--- src/rtl/fwd_hazard_scoreboard_if.sv ---
// ID-stage hazard bus between the pipeline front end and the forwarding/hazard scoreboard.
// The pipeline side is the master; the scoreboard is the slave.
interface fwd_hazard_scoreboard_if #(
    parameter int NUM_READ_PORTS = 2,
    parameter int DEPTH          = 3
);
    localparam int SEL_W = $clog2(DEPTH);

    logic                            id_valid;
    logic [4:0]                      id_rd_idx;
    logic                            id_rd_wr_en;
    logic                            id_is_load;
    logic [5*NUM_READ_PORTS-1:0]     id_rs_idx;
    logic                            flush;
    logic                            stall;
    logic [SEL_W*NUM_READ_PORTS-1:0] ex_fwd_sel;

    modport master (
        output id_valid, id_rd_idx, id_rd_wr_en, id_is_load, id_rs_idx, flush,
        input  stall, ex_fwd_sel
    );

    modport slave (
        input  id_valid, id_rd_idx, id_rd_wr_en, id_is_load, id_rs_idx, flush,
        output stall, ex_fwd_sel
    );
endinterface

--- src/rtl/fwd_hazard_scoreboard.sv ---
// Shadow tag pipeline (EX..WB) producing registered EX forwarding selects and the load-use stall.
// Optional FWD_HAZARD_STATS_EN adds saturating stall/forward event counters.
module fwd_hazard_scoreboard #(
    parameter  int NUM_READ_PORTS = 2,
    parameter  int DEPTH          = 3,
    parameter  int LOAD_FWD_MIN   = 2,
    localparam int SEL_W          = $clog2(DEPTH)
) (
    input  logic                  clk,
    input  logic                  rst,
    fwd_hazard_scoreboard_if.slave bus
`ifdef FWD_HAZARD_STATS_EN
    ,
    output logic [31:0]           stat_stall_cnt,
    output logic [31:0]           stat_fwd_cnt
`endif
);

    typedef struct packed {
        logic       valid;
        logic [4:0] rd;
        logic       wr_en;
        logic       is_load;
    } tag_t;

    tag_t                                    tags [DEPTH];
    logic [DEPTH-2:0]                        live;
    logic [NUM_READ_PORTS-1:0][SEL_W-1:0]    cand_sel;
    logic [NUM_READ_PORTS-1:0]               cand_haz;
    logic [NUM_READ_PORTS-1:0][SEL_W-1:0]    fwd_q;
    logic                                    stall_c;

    // The WB entry is never searched: the regfile write lands before the ID read.
    always_comb begin
        for (int e = 0; e < DEPTH - 1; e++) begin
            live[e] = tags[e].valid && tags[e].wr_en && (tags[e].rd != 5'd0);
        end
    end

    // Scan oldest to youngest so the youngest matching producer is the last write.
    always_comb begin
        // NOTE: defaults first so every path assigns every bit; otherwise a latch is inferred.
        cand_sel = '0;
        cand_haz = '0;
        for (int p = 0; p < NUM_READ_PORTS; p++) begin
            for (int e = DEPTH - 2; e >= 0; e--) begin
                if (live[e] && (bus.id_rs_idx[5*p +: 5] != 5'd0) &&
                    (tags[e].rd == bus.id_rs_idx[5*p +: 5])) begin
                    cand_sel[p] = SEL_W'(e + 1);
                    cand_haz[p] = tags[e].is_load && ((e + 1) < LOAD_FWD_MIN);
                end
            end
        end
    end

    assign stall_c        = bus.id_valid && !bus.flush && (|cand_haz);
    assign bus.stall      = stall_c;
    assign bus.ex_fwd_sel = fwd_q;

    always_ff @(posedge clk) begin
        if (rst) begin
            // NOTE: the tag array is tiny and its valid bits gate every decision, so all of it is reset.
            for (int e = 0; e < DEPTH; e++) begin
                tags[e] <= '0;
            end
            fwd_q <= '0;
        end else begin
            // NOTE: non-blocking so each entry takes the previous cycle's value of its neighbour.
            for (int e = 1; e < DEPTH; e++) begin
                tags[e] <= tags[e-1];
            end
            if (bus.flush || stall_c) begin
                tags[0] <= '0;
                fwd_q   <= '0;
            end else begin
                tags[0] <= '{valid: bus.id_valid, rd: bus.id_rd_idx,
                             wr_en: bus.id_rd_wr_en, is_load: bus.id_is_load};
                fwd_q   <= bus.id_valid ? cand_sel : '0;
            end
        end
    end

`ifdef FWD_HAZARD_STATS_EN
    logic fwd_event;
    assign fwd_event = bus.id_valid && !bus.flush && !stall_c && (|cand_sel);

    always_ff @(posedge clk) begin
        if (rst) begin
            stat_stall_cnt <= '0;
            stat_fwd_cnt   <= '0;
        end else begin
            if (stall_c && (stat_stall_cnt != 32'hFFFF_FFFF)) begin
                stat_stall_cnt <= stat_stall_cnt + 32'd1;
            end
            if (fwd_event && (stat_fwd_cnt != 32'hFFFF_FFFF)) begin
                stat_fwd_cnt <= stat_fwd_cnt + 32'd1;
            end
        end
    end
`endif

endmodule
--- src/flat_wrapper.sv ---
// flat-port wrapper written by rule: the top's interface ports become plain ports
module fwd_hazard_scoreboard_flat 
#(
    parameter  int NUM_READ_PORTS = 2,
    parameter  int DEPTH          = 3,
    parameter  int LOAD_FWD_MIN   = 2,
    localparam int SEL_W          = $clog2(DEPTH)
)
  (clk, rst, bus_id_valid, bus_id_rd_idx, bus_id_rd_wr_en, bus_id_is_load, bus_id_rs_idx, bus_flush, bus_stall, bus_ex_fwd_sel);
  fwd_hazard_scoreboard_if #(.NUM_READ_PORTS(NUM_READ_PORTS), .DEPTH(DEPTH)) bus_i ();
  input  logic clk;
  input  logic rst;
  input wire logic [$bits(bus_i.id_valid)-1:0] bus_id_valid;
  input wire logic [$bits(bus_i.id_rd_idx)-1:0] bus_id_rd_idx;
  input wire logic [$bits(bus_i.id_rd_wr_en)-1:0] bus_id_rd_wr_en;
  input wire logic [$bits(bus_i.id_is_load)-1:0] bus_id_is_load;
  input wire logic [$bits(bus_i.id_rs_idx)-1:0] bus_id_rs_idx;
  input wire logic [$bits(bus_i.flush)-1:0] bus_flush;
  output wire logic [$bits(bus_i.stall)-1:0] bus_stall;
  output wire logic [$bits(bus_i.ex_fwd_sel)-1:0] bus_ex_fwd_sel;
  assign bus_i.id_valid = bus_id_valid;
  assign bus_i.id_rd_idx = bus_id_rd_idx;
  assign bus_i.id_rd_wr_en = bus_id_rd_wr_en;
  assign bus_i.id_is_load = bus_id_is_load;
  assign bus_i.id_rs_idx = bus_id_rs_idx;
  assign bus_i.flush = bus_flush;
  assign bus_stall = bus_i.stall;
  assign bus_ex_fwd_sel = bus_i.ex_fwd_sel;
  fwd_hazard_scoreboard #(.NUM_READ_PORTS(NUM_READ_PORTS), .DEPTH(DEPTH), .LOAD_FWD_MIN(LOAD_FWD_MIN)) u_core (.clk(clk), .rst(rst), .bus(bus_i));
endmodule
--- config.mk ---
export PLATFORM = sky130hd
export DESIGN_NAME = fwd_hazard_scoreboard_flat
export DESIGN_NICKNAME = d
export VERILOG_FILES = /design/src/rtl/fwd_hazard_scoreboard_if.sv /design/src/rtl/fwd_hazard_scoreboard.sv /design/src/flat_wrapper.sv
export SDC_FILE = /design/constraint.sdc
export NUM_CORES = 1
export LEC_CHECK = 0
export ABC_AREA = 1
export CORE_MARGIN = 4
export CORE_UTILIZATION = 48
export CTS_CLUSTER_SIZE = 40
export DETAILED_ROUTE_END_ITERATION = 8
export PLACE_DENSITY = 0.78
export SYNTH_ARGS = -nofsm -noshare
export SYNTH_HDL_FRONTEND = slang
export SYNTH_SLANG_ARGS = --single-unit
--- constraint.sdc ---
create_clock -name clk -period 1.5 [get_ports clk]
set_input_delay 0.225 -clock clk [delete_from_list [all_inputs] [get_ports clk]]
set_output_delay 0.225 -clock clk [all_outputs]
set_load 0.05 [all_outputs]
==> results.tsv <==
stage	metric	value	unit
outcome	status	complete, but fails checks	
outcome	failing checks	negative setup slack	
power_and_ir_drop	Worst VDD drop	0.7056	mV
floorplanning	Site Rows	16	
power_and_ir_drop	Clock Power Share	0.236	
drt	WL per Instance	12.83	um
finish	Multi-input gate area	554.3	um2
floorplanning	Vert. Die Dim	55.18	um
floorplanning	Boundary Pins	26	
synthesis	Distinct cells, synth	17	
drt	DRT Wirelength	2759	um
finish	fraction of layout cells with a size suffix above 1	0.2500	
floorplanning	DIE AREA	0.003045	mm2
power_and_ir_drop	register share of total power	0.544	
drt	DRT antenna net count	0	
power_and_ir_drop	Power, Total	1158	uW
drt	Vias	970	
global_routing	initial antenna violation count	0	
critical_path	gate family responsible for the most delay along the worst path	flip-flops	
timing	Min Hold Slack	0.5372	ns
critical_path	CP bufs+invs	2	
finish	most frequent cells in the layout	nor2_1 (26), buf_4 (24), inv_1 (21)	
timing	Fmax	0.5138	GHz
finish	post-route cell area	0.001662	mm2
critical_path	Worst setup EP type	output port	
power_and_ir_drop	Static Leak	0.0007699	uW
timing	post-route minimum period	1.946	ns
timing	Final WS setup	-0.4464	ns
timing	Setup violations, final	13	
power_and_ir_drop	Switching Fraction	0.2702	
placed_design	DP HPWL	1916	um
timing	Max Slew Vio Count	0	
clocking	CTS root buffer	clkbuf_4	
synthesis	Syn Area/Cell	8.617	um2
synthesis	Post-Syn Area	0.001069	mm2
floorplanning	initial core utilization	0.5233	
floorplanning	Die W	55.18	um
synthesis	number of synthesized register bits	19	
placed_design	I/O Buffers	25	
clocking	H-tree lvl count	1	
critical_path	Arrival @ worst endpoint	1.72	ns
global_routing	vias in the first global route	1008	
finish	commonest non-fill, non-tap cell in the layout	nor2_1	
clocking	Skew-Pair Late Insertion Delay	0.31	ns
drt	average vias per placed instance	4.512	
clocking	total clock sinks	19	
placed_design	placed cell area	0.001535	mm2
clocking	CTS buffer count	3	
power_and_ir_drop	Internal	845.3	uW
timing	Final Cycle Share	1.298	
finish	fill count	133	
finish	# diodes	0	
power_and_ir_drop	Logic pwr share	0.220	
drt	First-pass DRT Iterations	4	
floorplanning	CORE AREA	0.002042	mm2
critical_path	CP max stage cell	edfxtp_1	
clocking	hold_buf cts	0	
clocking	worst-case clock buffer depth	2	
synthesis	cells after synthesis	124	
finish	# nets final	210	
critical_path	crit start category	flip-flop	
critical_path	largest stage delay on the critical path	0.52	ns
power_and_ir_drop	Power Density	697.1	mW/mm2
clocking	TritonCTS clock tree	done	
critical_path	reg-to-reg slack, setup	-0.37	ns
hold_path	Worst Hold Class	primary input to flip-flop	
synthesis	Seq/Total Area, Yosys	0.4965	
flow_run	Max-Cap Viols	0	
global_routing	largest net degree at the start of global routing	11	
finish	P&R area growth vs syn	55.50	%
drt	DRC viols	0	
global_routing	first-pass GRT wire length	4140	um
synthesis	Ys Warns	0	
timing	Worst Skew	0.01184	ns
global_routing	Tot GR Track Use	0.2025	
clocking	Reg clk slew, reported paths	0.12	ns
finish	Register Area	530.5	um2
critical_path	Worst EP required	1.27	ns
power_and_ir_drop	NetSw	312.9	uW
timing	RSZ-0062 raised after global routing	true	
timing	Fin. Hold Viols	0	
critical_path	maximum fanout along the worst path	3	
global_routing	total gr overflow	0	
drt	drt first-iter violations	8	
critical_path	worst path cell trace	xnor2_2 > nand2_1 > nor2_2 > nand3_2 > nand2_2 > nand2_4 > clkinvlp_4 > buf_12	
critical_path	CP Class	flip-flop to output port	
placed_design	RePlAce Congestion	0.8048	
[metrics by stage]
| step | cells | setup WS [ns] | util | TNS (ns) |
|---|---|---|---|---|
| after global placement | 205 | -0.3091 | 0.7518 | -3.316 |
| after CTS | 214 | -0.3916 | 0.7898 | -2.476 |
| after global routing | 215 | -0.5571 | 0.8137 | -5.880 |
| final | 215 | -0.4464 | 0.8137 | -4.381 |
| after detailed placement | 205 | -0.3689 | 0.7518 | -4.036 |
| after floorplan | 138 | 0.006353 | - | 0 |
[cells in the mapped netlist (all sizes together)]
library cell  instances  area (um2)
xnor2                17       148.9
edfxtp               15       450.4
nor2                 29       108.9
o21bai                1       11.26
clkbuf                1       3.750
nand3b                1       7.510
nand2                17       66.32
nor3                  2       10.01
conb                  1       3.750
nand3                 8       57.56
nand4                 2       12.51
inv                  24       90.09
xor2                  2       17.52
dfxtp                 4       80.08
[what timing repair did]
item	CTS	global route
pin swaps	8	7
setup endpoints to repair	13	13
resized for setup	4	10
buffers inserted	5	2
[worst register-to-register path: stages (launching register included)]
cell	delay [ns]
edfxtp_1	0.52
xnor2_2	0.20
nand2_1	0.09
nor2_2	0.15
nand3_2	0.10
nand2_2	0.09
nand2_4	0.06
buf_4	0.13
buf_4	0.14
nand3_4	0.09
nor2_1	0.06
[power groups by stage]
stage / clock network, uW / logic (uW) / registers, uW
5_1_grt: 298 / 280 / 633
3_3_place_gp: 0 / 220 / 636
6_report: 274 / 255 / 630
4_1_cts: 269 / 237 / 625
2_1_floorplan: 0 / 117 / 631
3_5_place_dp: 0 / 230 / 637
[area by class of cell]
type                            instances  area share
Multi-Input combinational cell         94      0.3336
Sequential cell                        19      0.3193
Timing Repair Buffer                   47      0.2545
Inverter                               24     0.05648
Tap cell                               27     0.02033
Clock buffer                            4     0.01581
[cell families (layout without fill, tap and decap cells)]
| kind of cell | after synthesis | in the layout | share of synthesized area |
|---|---|---|---|
| AND/OR/NAND/NOR | 59 | 59 | 0.2459 |
| AO/OA/AOI/OAI | 1 | 1 | 0.01054 |
| flip-flops | 19 | 19 | 0.4965 |
| other | 1 | 15 | 0.003510 |
| buffers and inverters | 25 | 75 | 0.08782 |
| XOR/XNOR | 19 | 19 | 0.1557 |
[flip-flops by register name (all words and copies together), names as in the netlist]
name,flops
u_core.tags,15
u_core.bus.ex_fwd_sel,4
[per-layer routing]
metal / vias to the layer above / global-route usage / routed length (um) / part of all wire
li1: 494 / - / - / -
met1: 442 / 0.1875 / 1023 / 0.37
met2: 26 / 0.3937 / 1534 / 0.56
met3: 8 / 0.03217 / 119 / 0.043
met4: 0 / 0.1417 / 82 / 0.030
met5: - / 0 / 0 / 0
[worst paths after layout]
kind	start	endpoint	depth (start not counted)
min	bus_id_is_load	u_core.tags[0][0]$_SDFFCE_PN0P_	3
max	u_core.tags[0][2]$_SDFFCE_PN0P_	bus_stall	8
min reg2reg	u_core.tags[0][1]$_SDFFCE_PN0P_	u_core.tags[0][9]$_SDFFCE_PN0P_	2
max reg2reg	u_core.tags[0][2]$_SDFFCE_PN0P_	u_core.tags[0][4]$_SDFFCE_PN0P_	10
No activity file was read; power rests on OpenSTA's default activity.
